File: src/rtl/sram_arb_pkg.sv
// Shared definitions for the two-port SRAM arbiter.
//   ADDR_WIDTH / DATA_WIDTH / BE_WIDTH : macro geometry (8192 x 32, 4 byte lanes)
//   arb_state_t                        : sequencer state (INIT zero-fill, RUN)
//   SRAM_IDLE                          : macro control pins for a no-access cycle
package sram_arb_pkg;

  localparam int ADDR_WIDTH = 13;
  localparam int DATA_WIDTH = 32;
  localparam int BE_WIDTH   = DATA_WIDTH / 8;

  typedef enum logic {
    INIT = 1'b0,
    RUN  = 1'b1
  } arb_state_t;

  typedef struct packed {
    logic                cen;
    logic                gwen;
    logic [BE_WIDTH-1:0] ben;
  } sram_ctl_t;

  localparam sram_ctl_t SRAM_IDLE = '{cen: 1'b1, gwen: 1'b1, ben: {BE_WIDTH{1'b1}}};

endpackage

File: src/rtl/sram_arbiter_2p_rr_arb_2.sv
// Two-way round-robin arbiter.
//   clk, rst_n : clock, synchronous active-low reset
//   en         : arbitration enable; no grant while low
//   req[1:0]   : requests (bit 0 = m0, bit 1 = m1)
//   gnt[1:0]   : one-hot grant, combinational from req
// `last` holds the most recently granted port; on a conflict the other port
// wins. It resets to 1 so m0 takes the first conflict.
module rr_arb_2 (
  input  logic       clk,
  input  logic       rst_n,
  input  logic       en,
  input  logic [1:0] req,
  output logic [1:0] gnt
);

  logic last;

  always_comb begin
    gnt = 2'b00;
    if (en) begin
      if (req == 2'b01)      gnt = 2'b01;
      else if (req == 2'b10) gnt = 2'b10;
      else if (req == 2'b11) gnt = last ? 2'b01 : 2'b10;
    end
  end

  always_ff @(posedge clk) begin
    if (!rst_n) begin
      last <= 1'b1;
    end else if (|gnt) begin
      last <= gnt[1];
    end
  end

endmodule

File: src/rtl/sram_arbiter_2p.sv
// Two-port round-robin arbiter and zero-fill sequencer for the 8192x32
// single-port byte-enable SRAM macro.
//   clk, rst_n            : clock, synchronous active-low reset
//   mX_req/gnt            : request / same-cycle grant per port
//   mX_we/be/addr/wdata   : access attributes of the requesting port
//   mX_rvalid/rdata       : response, one cycle after the grant
//   init_done_o           : high once the array is cleared (or clearing skipped)
//   sram_*                : active-low macro pins; sram_q_i is read data
//
// state | meaning
// INIT  | writing zero to every word, clr_cnt walks 0..depth-1, no grants
// RUN   | normal arbitration between m0 and m1
module sram_arbiter_2p
  import sram_arb_pkg::*;
#(
  parameter bit CLEAR_ON_RESET = 1'b1,
  parameter int ADDR_WIDTH     = sram_arb_pkg::ADDR_WIDTH,
  parameter int DATA_WIDTH     = sram_arb_pkg::DATA_WIDTH
) (
  input  logic                    clk,
  input  logic                    rst_n,
  input  logic                    m0_req_i,
  output logic                    m0_gnt_o,
  input  logic                    m0_we_i,
  input  logic [DATA_WIDTH/8-1:0] m0_be_i,
  input  logic [ADDR_WIDTH-1:0]   m0_addr_i,
  input  logic [DATA_WIDTH-1:0]   m0_wdata_i,
  output logic                    m0_rvalid_o,
  output logic [DATA_WIDTH-1:0]   m0_rdata_o,
  input  logic                    m1_req_i,
  output logic                    m1_gnt_o,
  input  logic                    m1_we_i,
  input  logic [DATA_WIDTH/8-1:0] m1_be_i,
  input  logic [ADDR_WIDTH-1:0]   m1_addr_i,
  input  logic [DATA_WIDTH-1:0]   m1_wdata_i,
  output logic                    m1_rvalid_o,
  output logic [DATA_WIDTH-1:0]   m1_rdata_o,
  output logic                    init_done_o,
  output logic                    sram_cen_o,
  output logic                    sram_gwen_o,
  output logic [DATA_WIDTH/8-1:0] sram_ben_o,
  output logic [ADDR_WIDTH-1:0]   sram_a_o,
  output logic [DATA_WIDTH-1:0]   sram_d_o,
  input  logic [DATA_WIDTH-1:0]   sram_q_i
);

  localparam int BE_W = DATA_WIDTH / 8;

  arb_state_t            state_q, state_d;
  logic [ADDR_WIDTH-1:0] clr_cnt_q;
  logic [1:0]            gnt;
  logic                  arb_en;
  logic                  gsel;
  logic                  gwe;
  logic                  rv_q, rsel_q, rwe_q;

  always_ff @(posedge clk) begin
    if (!rst_n) begin
      state_q   <= CLEAR_ON_RESET ? INIT : RUN;
      clr_cnt_q <= '0;
      rv_q      <= 1'b0;
      rsel_q    <= 1'b0;
      rwe_q     <= 1'b0;
    end else begin
      state_q <= state_d;
      if (state_q == INIT) clr_cnt_q <= clr_cnt_q + ADDR_WIDTH'(1);
      rv_q   <= |gnt;
      rsel_q <= gsel;
      rwe_q  <= gwe;
    end
  end

  always_comb begin
    state_d = state_q;
    if (state_q == INIT && (&clr_cnt_q)) state_d = RUN;
  end

  // rst_n gates the enable so grants drop combinationally while reset is held.
  assign arb_en = rst_n & (state_q == RUN);

  rr_arb_2 u_rr_arb (
    .clk   (clk),
    .rst_n (rst_n),
    .en    (arb_en),
    .req   ({m1_req_i, m0_req_i}),
    .gnt   (gnt)
  );

  assign m0_gnt_o = gnt[0];
  assign m1_gnt_o = gnt[1];
  assign gsel     = gnt[1];
  assign gwe      = gsel ? m1_we_i : m0_we_i;

  always_comb begin
    sram_cen_o  = SRAM_IDLE.cen;
    sram_gwen_o = SRAM_IDLE.gwen;
    sram_ben_o  = {BE_W{SRAM_IDLE.ben[0]}};
    sram_a_o    = '0;
    sram_d_o    = '0;
    if (rst_n && state_q == INIT) begin
      sram_cen_o  = 1'b0;
      sram_gwen_o = 1'b0;
      sram_ben_o  = '0;
      sram_a_o    = clr_cnt_q;
    end else if (|gnt) begin
      sram_cen_o  = 1'b0;
      sram_gwen_o = ~gwe;
      // Reads keep all lanes disabled so the macro never sees a partial write.
      sram_ben_o  = gwe ? ~(gsel ? m1_be_i : m0_be_i) : '1;
      sram_a_o    = gsel ? m1_addr_i : m0_addr_i;
      sram_d_o    = gsel ? m1_wdata_i : m0_wdata_i;
    end
  end

  // A response pending when reset arrives is suppressed immediately.
  assign m0_rvalid_o = rst_n & rv_q & ~rsel_q;
  assign m1_rvalid_o = rst_n & rv_q & rsel_q;
  assign m0_rdata_o  = (m0_rvalid_o & ~rwe_q) ? sram_q_i : '0;
  assign m1_rdata_o  = (m1_rvalid_o & ~rwe_q) ? sram_q_i : '0;

  assign init_done_o = (state_q == RUN);

endmodule

File: config.mk
export PLATFORM = sky130hd
export DESIGN_NAME = sram_arbiter_2p
export DESIGN_NICKNAME = d
export VERILOG_FILES = /design/src/rtl/sram_arb_pkg.sv /design/src/rtl/sram_arbiter_2p_rr_arb_2.sv /design/src/rtl/sram_arbiter_2p.sv
export SDC_FILE = /design/constraint.sdc
export NUM_CORES = 1
export LEC_CHECK = 0
export CORE_AREA = 3 3 98 100
export CTS_BUF_LIST = sky130_fd_sc_hd__clkbuf_2 sky130_fd_sc_hd__clkbuf_4 sky130_fd_sc_hd__clkbuf_8
export DETAILED_ROUTE_END_ITERATION = 7
export DIE_AREA = 0 0 101 103
export PLACE_DENSITY = 0.77
export SYNTH_ARGS = -nofsm -noshare
export SYNTH_HDL_FRONTEND = slang
export SYNTH_SLANG_ARGS = --single-unit
File: constraint.sdc
create_clock -name clk -period 2.5 [get_ports clk]
set_input_delay 0.75 -clock clk [delete_from_list [all_inputs] [get_ports clk]]
set_output_delay 0.75 -clock clk [all_outputs]
set_load 0.005 [all_outputs]
==> results.txt <==
Status: finished with violations
Failing checks: setup timing
Yosys warning count: 0
Post-Syn Nets: 471
Maxcap violations: 0
Req. time, crit path: 1750 ps
Initial Utilization: 24.8%
Pre-CTS WS: -978 ps
RSZ-0062 raised after global routing: yes
Synth Cell Area: 2180 um^2
Critical-path maximum fanout: 17
DRT antenna net count: 0
Clock buffer count from CTS: 3
Routability Congestion: 0.773
Post-route DRC: 0
Leak: 2.64 nW
Worst-case clock buffer depth: 2
Chip Height: 103 um
H-tree Lvls: 1
Final setup viols: 28
Tot Pwr: 945 uW
Period minus WS final: 2610 ps
Pwr/cell area: 164 nW/um^2
Skew final: 1.54 ps
Layout overhead on the synthesized area: 165%
TritonCTS clock tree: yes
Largest net degree at the start of global routing: 19
HPWL after DPL: 9330 um
Count of cell types in the netlist: 36
Setup tns final: -2070 ps
FMAX: 383 MHz
Final Hold Vio Count: 0
Synthesized flop and latch total: 18
IO Count: 256
Clk sinks: 18
Share of layout cells above drive strength 1: 42.9%
Post-synth ARST share: 0%
Post-synth EDFFs: 0
FP Rows: 34
Wire per inst: 18.0 um
Synth Area per Inst: 6.52 um^2
Post-synthesis sequential area ratio: 16.6%
Root buffer cell: clkbuf_8
Hold Crit Class: reg2reg
Critical path type: in2out
Final #Nets: 774
Drt pass-1 iters: 5
Mapped Cells: 334
First DRT Iteration DRCs: 145
Initial antenna violation count: 0
Period utilization: 104%
Final cell utilization of the core: 65.9%
IO buf count: 255
Placed insts: 699
Dominant synthesized flop cell: dfxtp_1
Slew Limit Fails: 0
First-pass GRT wire length: 19100 um
Total core area: 8760 um^2
Slew @ Worst Pin: 430 ps
CTS clk-pin slew, worst paths: 70 ps
CP Data Arrival Time: 1860 ps
Vias in the first global route: 3778
Clock Latency Late Sink: 260 ps
Vias: 3790
Filler Cells Inserted: 707
Via density per instance: 5.09
Hold WS: 507 ps
Setup crit end kind: output port
Slew HR: 71.1%
Worst Setup Start Kind: input pin
Max IR drop VDD: 187 uV
Total Wirelength: 13400 um
Post-Layout Cell Count: 744
Die ar.: 10400 um^2
Cell area after layout: 5770 um^2
ANT cells: 0
Dpl cell area: 5050 um^2
Remaining global-route overflow: 0
Final WS setup: -109 ps
All-Layer GR Usage: 22.9%
Die X: 101 um
power breakdown:
part	leakage [nW]	internal [mW]	switching (mW)	total (mW)
Sequential	0.146	0.292	0.00703	0.299
Clock	0.0288	0.140	0.108	0.248
Combinational	2.47	0.269	0.130	0.399
kinds of logic after synthesis:
family / after synthesis / share of synthesized area [%]
AO/OA/AOI/OAI: 101 / 25.3
XOR/XNOR: 4 / 1.61
buffers and inverters: 34 / 6.78
AND/OR/NAND/NOR: 160 / 41.8
multiplexers: 16 / 7.36
adder cells (fa/ha/maj): 1 / 0.575
flip-flops: 18 / 16.6
critical path, stage by stage:
cell and delay (ps):
buf_8 100, and2_4 140, buf_6 120, o21ai_4 80, bufbuf_16 340, a21oi_1 50, dlygate4sd2_1 270
what timing repair did:
item,CTS,global route
pin swaps,38,25
hold buffers,0,0
gates cloned,14,0
setup endpoints to repair,119,112
setup buffers,23,5
gates resized for setup,527,106
cell usage in the layout (no fill, tap or decap), drive strengths merged:
cell type and instances:
a21bo 1, a21boi 1, a21oi 39, a221oi 4, and2 65, and3 4
and4 1, buf 171, bufbuf 2, clkbuf 13, clkdlybuf4s50 133, dfxtp 18
dlygate4sd2 14, ha 1, inv 3, mux2i 16, nand2 20, nand2b 3
nand3 37, nand3b 2, nand4 2, nand4b 3, nor2 9, nor2b 3
nor3 3, nor4 3, o21a 3, o21ai 50, o31ai 2, o41ai 1
or3 2, or4 3, xnor2 1, xor2 3
synthesized netlist by cell type (2+ instances only):
master / instances / area share, %
nand4b_1: 2 / 0.80
or4_1: 3 / 1.0
clkbuf_1: 22 / 3.8
nand2_1: 20 / 3.4
and3_1: 4 / 1.1
buf_4: 2 / 0.69
nand3_1: 37 / 8.5
nor3_1: 3 / 0.69
nand3b_1: 2 / 0.69
a21oi_1: 39 / 9.0
inv_1: 3 / 0.52
dfxtp_1: 18 / 17
nor4_1: 3 / 0.86
nand2b_1: 3 / 0.86
o21a_1: 3 / 1.0
nand4_1: 2 / 0.57
nor2_1: 9 / 1.6
nor2b_1: 3 / 0.86
or3_1: 2 / 0.57
a221oi_1: 4 / 1.6
xor2_1: 3 / 1.2
mux2i_1: 16 / 7.4
and2_1: 65 / 19
buf_2: 4 / 0.92
buf_1: 2 / 0.34
o31ai_1: 2 / 0.69
o21ai_0: 49 / 11
routing by layer:
metal  GRT usage, %  share of wire [%]
met1           25.0                 36
met2           44.9                 53
met3           3.59                8.2
met4           7.16                2.8
met5              0                  0
final timing paths:
| check | to | slack (ps) | cells after the start | start |
|---|---|---|---|---|
| max | sram_d_o[28] | -110 | 7 | rst_n |
| min | clr_cnt_q[10] | 510 | 2 | clr_cnt_q[10] |
| max reg2reg | clr_cnt_q[10] | 830 | 4 | clr_cnt_q[0] |
| min reg2reg | clr_cnt_q[10] | 510 | 2 | clr_cnt_q[10] |
registers in the layout (all words and copies together), names as in the netlist:
name and count:
clr_cnt_q 13, init_done_o 1, rsel_q 1, rv_q 1, rwe_q 1, u_rr_arb.last 1
final cells by class:
| cell class | count | area, um^2 | share of cell area, % |
|---|---|---|---|
| Multi-Input combinational cell | 282 | 2020 | 34.9 |
| Sequential cell | 18 | 360 | 6.24 |
| Clock buffer | 4 | 55.1 | 0.954 |
| Inverter | 3 | 11.3 | 0.195 |
| Timing Repair Buffer | 329 | 3200 | 55.4 |
| Tap cell | 108 | 135 | 2.34 |
Note: power is estimated with default switching activity, not from simulation.
==> edit 1: new RTL, same settings <==
Make the reset (`rst_n`) asynchronous in 2 clocked blocks. Comments in the files are not updated.
--- a/src/rtl/sram_arbiter_2p_rr_arb_2.sv
+++ b/src/rtl/sram_arbiter_2p_rr_arb_2.sv
@@ -26,3 +26,3 @@
 
-  always_ff @(posedge clk) begin
+  always_ff @(posedge clk or negedge rst_n) begin
     if (!rst_n) begin
--- a/src/rtl/sram_arbiter_2p.sv
+++ b/src/rtl/sram_arbiter_2p.sv
@@ -56,3 +56,3 @@
 
-  always_ff @(posedge clk) begin
+  always_ff @(posedge clk or negedge rst_n) begin
     if (!rst_n) begin
Formal check against the unedited RTL: same outputs for any inputs over 10 cycles, from zero or initial values and one cycle with rst_n low; that may be too few to reach the edited logic, so the function may still have changed.
==> edit 1 against the original RTL <==
The run still ends with setup timing left; worst setup slack about the same; final area up 7.1%; global-route usage grew 0.42 points; sequential cell count is the same; sequential share of layout area is 1.1 points higher; total power shrank 0.73%; critical path depth is 1 higher; wire length rose by 2.2%; hold slack lost 0.11 ns; synthesized area rose by 11%; critical path type unchanged; largest power group unchanged.
==> edit 1: results (changes against the original RTL) <==
[outcome]
outcome=finished, violations left
violations=setup timing

[critical_path]
r2r_cells=6  ; +2
timing.rr.end=rwe_q
slowest_delay_ns=0.23  ; -0.11 ns
r2r_slack_ns=0.81  ; -0.02 ns
crit_path_max_fanout=6  ; -11
reg2reg_from=u_rr_arb.last
slowest_stage=and2b_2

[synthesis]
synth-seq-area-share_pct=18.8  ; +2.2 points
ys_top_cells_by_count=and2_1 (64), o21ai_1 (45), nand3_1 (36), a21oi_2 (30), nand2_1 (18)
ys.flop_type=dfrtp_1
yosys-top-cells-area=dfrtp_1 (18%), and2_1 (17%), a21oi_2 (11%), o21ai_1 (9.4%), nand3_1 (7.5%)
synth_area_per_cell_um2=7.81  ; +20%
synth.net_count=445  ; -5.5%
synth_cell_types=44  ; +22%
ys.warnings.count=0  ; unchanged
async_reset_ff_share_pct=100  ; +100 points

[routing]
drt-met1-wl_um=5180  ; +8.7%
routed-wl-met2_um=7440  ; +4.1%
wl_per_cell_um=18.9  ; +4.8%
dr_total_vias=3625  ; -4.4%
vias_per_cell=4.99  ; -2.0%
wl_met3_um=846  ; -23%
drtPass1Iterations=4  ; -1
drt_iter0_markers=83  ; -43%

[layout]
fin_nets=756  ; -2.3%
fillers=650  ; -8.1%
largest_reg_flops=13  ; unchanged
drive_gt1_share_pct=50.3  ; +7.4 points

[power_and_ir_drop]
leakage_nw=2.83  ; +7.3%
swShare_pct=24.8  ; -1.1 points
vdd_ir_drop_max_mv=0.251  ; +34%

[placement]
place.port_buffers=255  ; unchanged
hpwl_um=9560  ; +2.5%
dp_cells=670  ; -4.1%
dpl_cell_area_um2=5200  ; +2.9%
gp_congestion=0.853  ; +10%

[sta]
fin_worst_skew_ns=0.00202  ; +0.000477 ns
worstMarginPinSlew_ns=0.235  ; -0.195 ns
finalWorstSetupSlack_ns=-0.108  ; +0.000334 ns
finalSetupViolCount=21  ; -25%
fin_hold_ws_ns=0.392  ; -0.115 ns

[global_route]
grt_first_pass_wirelength_um=19300  ; +0.94%
track_usage_pct=23.3  ; +0.42 points
grt_max_degree=22  ; +3
antenna_found_initial=0  ; unchanged

[clock_network]
cts_max_level=1  ; unchanged
insertion_delay_ns=0.25
cts_max_path_buffers=2  ; unchanged
root_buffer=clkbuf_8

[min_path]
min_path_type=in -> async

==> edit 1: critical path: cells and delay by family <==
kind	cells	cell delay (ns)
simple gates	3	0.50
buf+inv	5	0.60
==> edit 1: how the worst max path moves through the flow <==
stage | from | end | slack (ns) | depth (start not counted)
after CTS | rst_n | m1_rdata_o[21] | -0.12 | 8
after global placement | rst_n | m1_rdata_o[9] | -0.87 | 6
final | rst_n | m1_rdata_o[21] | -0.11 | 8
after global routing | m0_req_i | sram_a_o[11] | -0.12 | 8
after floorplan | m1_req_i | sram_a_o[10] | 0.28 | 5
after detailed placement | rst_n | m1_rdata_o[16] | -0.92 | 6
==> edit 1: power by group through the flow <==
stage	Combinational [mW]	Clock [mW]	Sequential (mW)
after floorplan	0.0749	0	0.298
after detailed placement	0.338	0	0.298
final	0.431	0.215	0.293
after global routing	0.455	0.232	0.293
after global placement	0.332	0	0.298
after CTS	0.407	0.219	0.293
==> edit 1: cells by family after synthesis <==
family / Yosys count / synth area share, %
mux: 15 / 6.34
compound gates: 86 / 25.1
xor+xnor: 12 / 4.37
fa+ha+maj: 1 / 0.520
flops: 18 / 18.8
buf+inv: 32 / 9.46
simple gates: 144 / 35.4
==> edit 1: through the flow <==
step | worst slack (ns) | TNS [ns] | utilization (%)
finish | -0.108 | -1.09 | 70.6
global placement | -0.874 | -97.13 | 59.3
CTS | -0.122 | -2.03 | 66.6
detailed placement | -0.918 | -100.29 | 59.3
global route | -0.124 | -2.31 | 70.6
floorplan | 0.282 | 0 | -
==> edit 1: layout make-up <==
cell class              count  area share [%]
repair buffers            336            55.3
inverters                   2           0.121
clock buffers               4           0.789
flip-flops and latches     18            7.30
well taps                 108            2.19
multi-input cells         258            34.3
==> edit 1: what timing repair did <==
item / in CTS / in global routing
gates cloned: 11 / 2
endpoints found under the setup margin: 119 / 86
buffers inserted: 33 / 11
pin swaps: 54 / 48
resized for setup: 527 / 79
==> edit 1: layer usage <==
| metal | GRT usage (%) | up-vias |
|---|---|---|
| met1 | 27.4 | 1756 |
| met5 | 0 | - |
| li1 | - | 1713 |
| met3 | 4.06 | 18 |
| met2 | 44.3 | 138 |
| met4 | 4.81 | 0 |
==> edit 2: new RTL, config.mk and constraints unchanged <==
Without the edit above. Change the package constant `DATA_WIDTH` from 32 to 36. Comments in the files are not updated.
--- a/src/rtl/sram_arb_pkg.sv
+++ b/src/rtl/sram_arb_pkg.sv
@@ -7,3 +7,3 @@
   localparam int ADDR_WIDTH = 13;
-  localparam int DATA_WIDTH = 32;
+  localparam int DATA_WIDTH = 36;
   localparam int BE_WIDTH   = DATA_WIDTH / 8;
Ports: changed (6 resized); port bits go from 256 to 280. No check against the original RTL was run, so the function may have changed too.
==> edit 2 against the original RTL <==
Utilization is 13 points higher; die area is the same; worst setup slack is essentially flat; the run still ends with setup timing left; largest cell class unchanged; count of clock-buffer cells in the layout shrank 1; sequential share of layout area decreased by 1.0 points; sequential cell count is the same; highest routed layer is now met5; synthesized area increased by 6.0%; clock power down 16%; largest power group unchanged; total power is 9.8% higher; critical path type unchanged; wire length rose by 39%; final area is 20% higher; combinational power rose by 33%.
==> edit 2: results (changes against the original RTL) <==
[layout]
largest_reg_flops=13  ; unchanged
fillers=564  ; -20%
drive_gt1_share_pct=52.8  ; +9.9 points
fin_nets=844  ; +9.0%

[clock_network]
cts_resized=638  ; +21%
cts-buffers-inserted=3  ; unchanged
path_clk_slew_ns=0.07  ; about the same
post_cts_buffers=37  ; +61%

[power_and_ir_drop]
p_total_mw=1.04  ; +9.8%
power.share.sequential_pct=28.9  ; -2.7 points
powerComb_mw=0.530  ; +33%
leakage_nw=2.94  ; +11%
switchingPower_mw=0.300  ; +22%
vdd_ir_drop_max_mv=0.159  ; -15%

[placement]
dpl_cell_area_um2=5380  ; +6.5%
gp_congestion=0.902  ; +17%
place.port_buffers=279  ; +9.4%
hpwl_um=10900  ; +17%
dp_slack_ns=-0.888  ; +0.0897 ns

[global_route]
gr-usage-met2_pct=54.3  ; +9.4 points
first_global_vias=3979  ; +5.3%
antenna_found_initial=5  ; +5
grtUsageMet3_pct=7.24  ; +3.7 points
track_usage_pct=28.7  ; +5.8 points
gr-usage-met1_pct=32.6  ; +7.6 points
grt_first_pass_wirelength_um=23100  ; +21%

[routing]
vias_per_cell=5.40  ; +5.9%
drt_iter0_markers=230  ; +59%
routed-wl-met2_um=9700  ; +36%
wl_met3_um=1790  ; +63%
drtPass1Iterations=4  ; -1
routed_wl_um=18600  ; +39%
routed.top_layer=met5
drt-met1-wl_um=6500  ; +36%

[sta]
fin_worst_skew_ns=0.00717  ; +0.00562 ns
fin_hold_ws_ns=0.509  ; +0.00194 ns
finalWorstSetupSlack_ns=-0.108  ; +0.000208 ns
worstMarginPinSlew_ns=0.354  ; -0.0766 ns
setup_tns_ns=-3.24  ; -1.17 ns
finalSetupViolCount=69  ; +150%

[outcome]
outcome=finished, violations left
violations=setup timing

[critical_path]
critPathCapture=m1_rdata_o[2]
crit_arrival_ns=1.86  ; about the same
crit_path_max_fanout=6  ; -11
r2r_slack_ns=0.83  ; about the same

[synthesis]
synth.net_count=507  ; +7.6%
yosys-top-cells-area=and2_1 (20%), dfxtp_1 (16%), o21ai_0 (11%), a21oi_1 (9.3%), nand3_1 (8.9%)
synth-seq-area-share_pct=15.6  ; -0.94 points
ys_top_cells_by_count=and2_1 (73), o21ai_0 (52), a21oi_1 (43), nand3_1 (41)
ys.warnings.count=0  ; unchanged
synth_cell_types=37  ; +2.8%

[min_path]
holdPathEnd=clr_cnt_q[12]
min_path_type=reg -> reg
hp-start=clr_cnt_q[12]

[edit 2: cells by family after synthesis]
family / after synthesis / synth area share [%]
compound gates: 109 / 25.3
xor+xnor: 4 / 1.52
fa+ha+maj: 1 / 0.542
buf+inv: 38 / 7.37
flops: 18 / 15.6
mux: 16 / 6.94
simple gates: 172 / 42.7
[edit 2: cell type report]
type / count / area (um2) / share of cell area, %
diodes: 3 / 7.51 / 0.109
clock buffers: 3 / 41.3 / 0.598
inverters: 3 / 11.3 / 0.163
multi-input cells: 302 / 2500 / 36.2
flip-flops and latches: 18 / 360 / 5.22
well taps: 108 / 135 / 1.96
repair buffers: 367 / 3850 / 55.8
[edit 2: critical path: stages]
cell and delay, ns:
buf_6 0.10, buf_6 0.12, and3_4 0.14, and2b_4 0.21
buf_12 0.15, buf_16 0.13, and2_4 0.15, buf_6 0.11
[edit 2: stage by stage]
step	instances	utilization (%)
floorplan	358	-
global placement	733	61.4
detailed placement	733	61.4
CTS	792	71.8
global route	802	78.7
finish	804	78.8
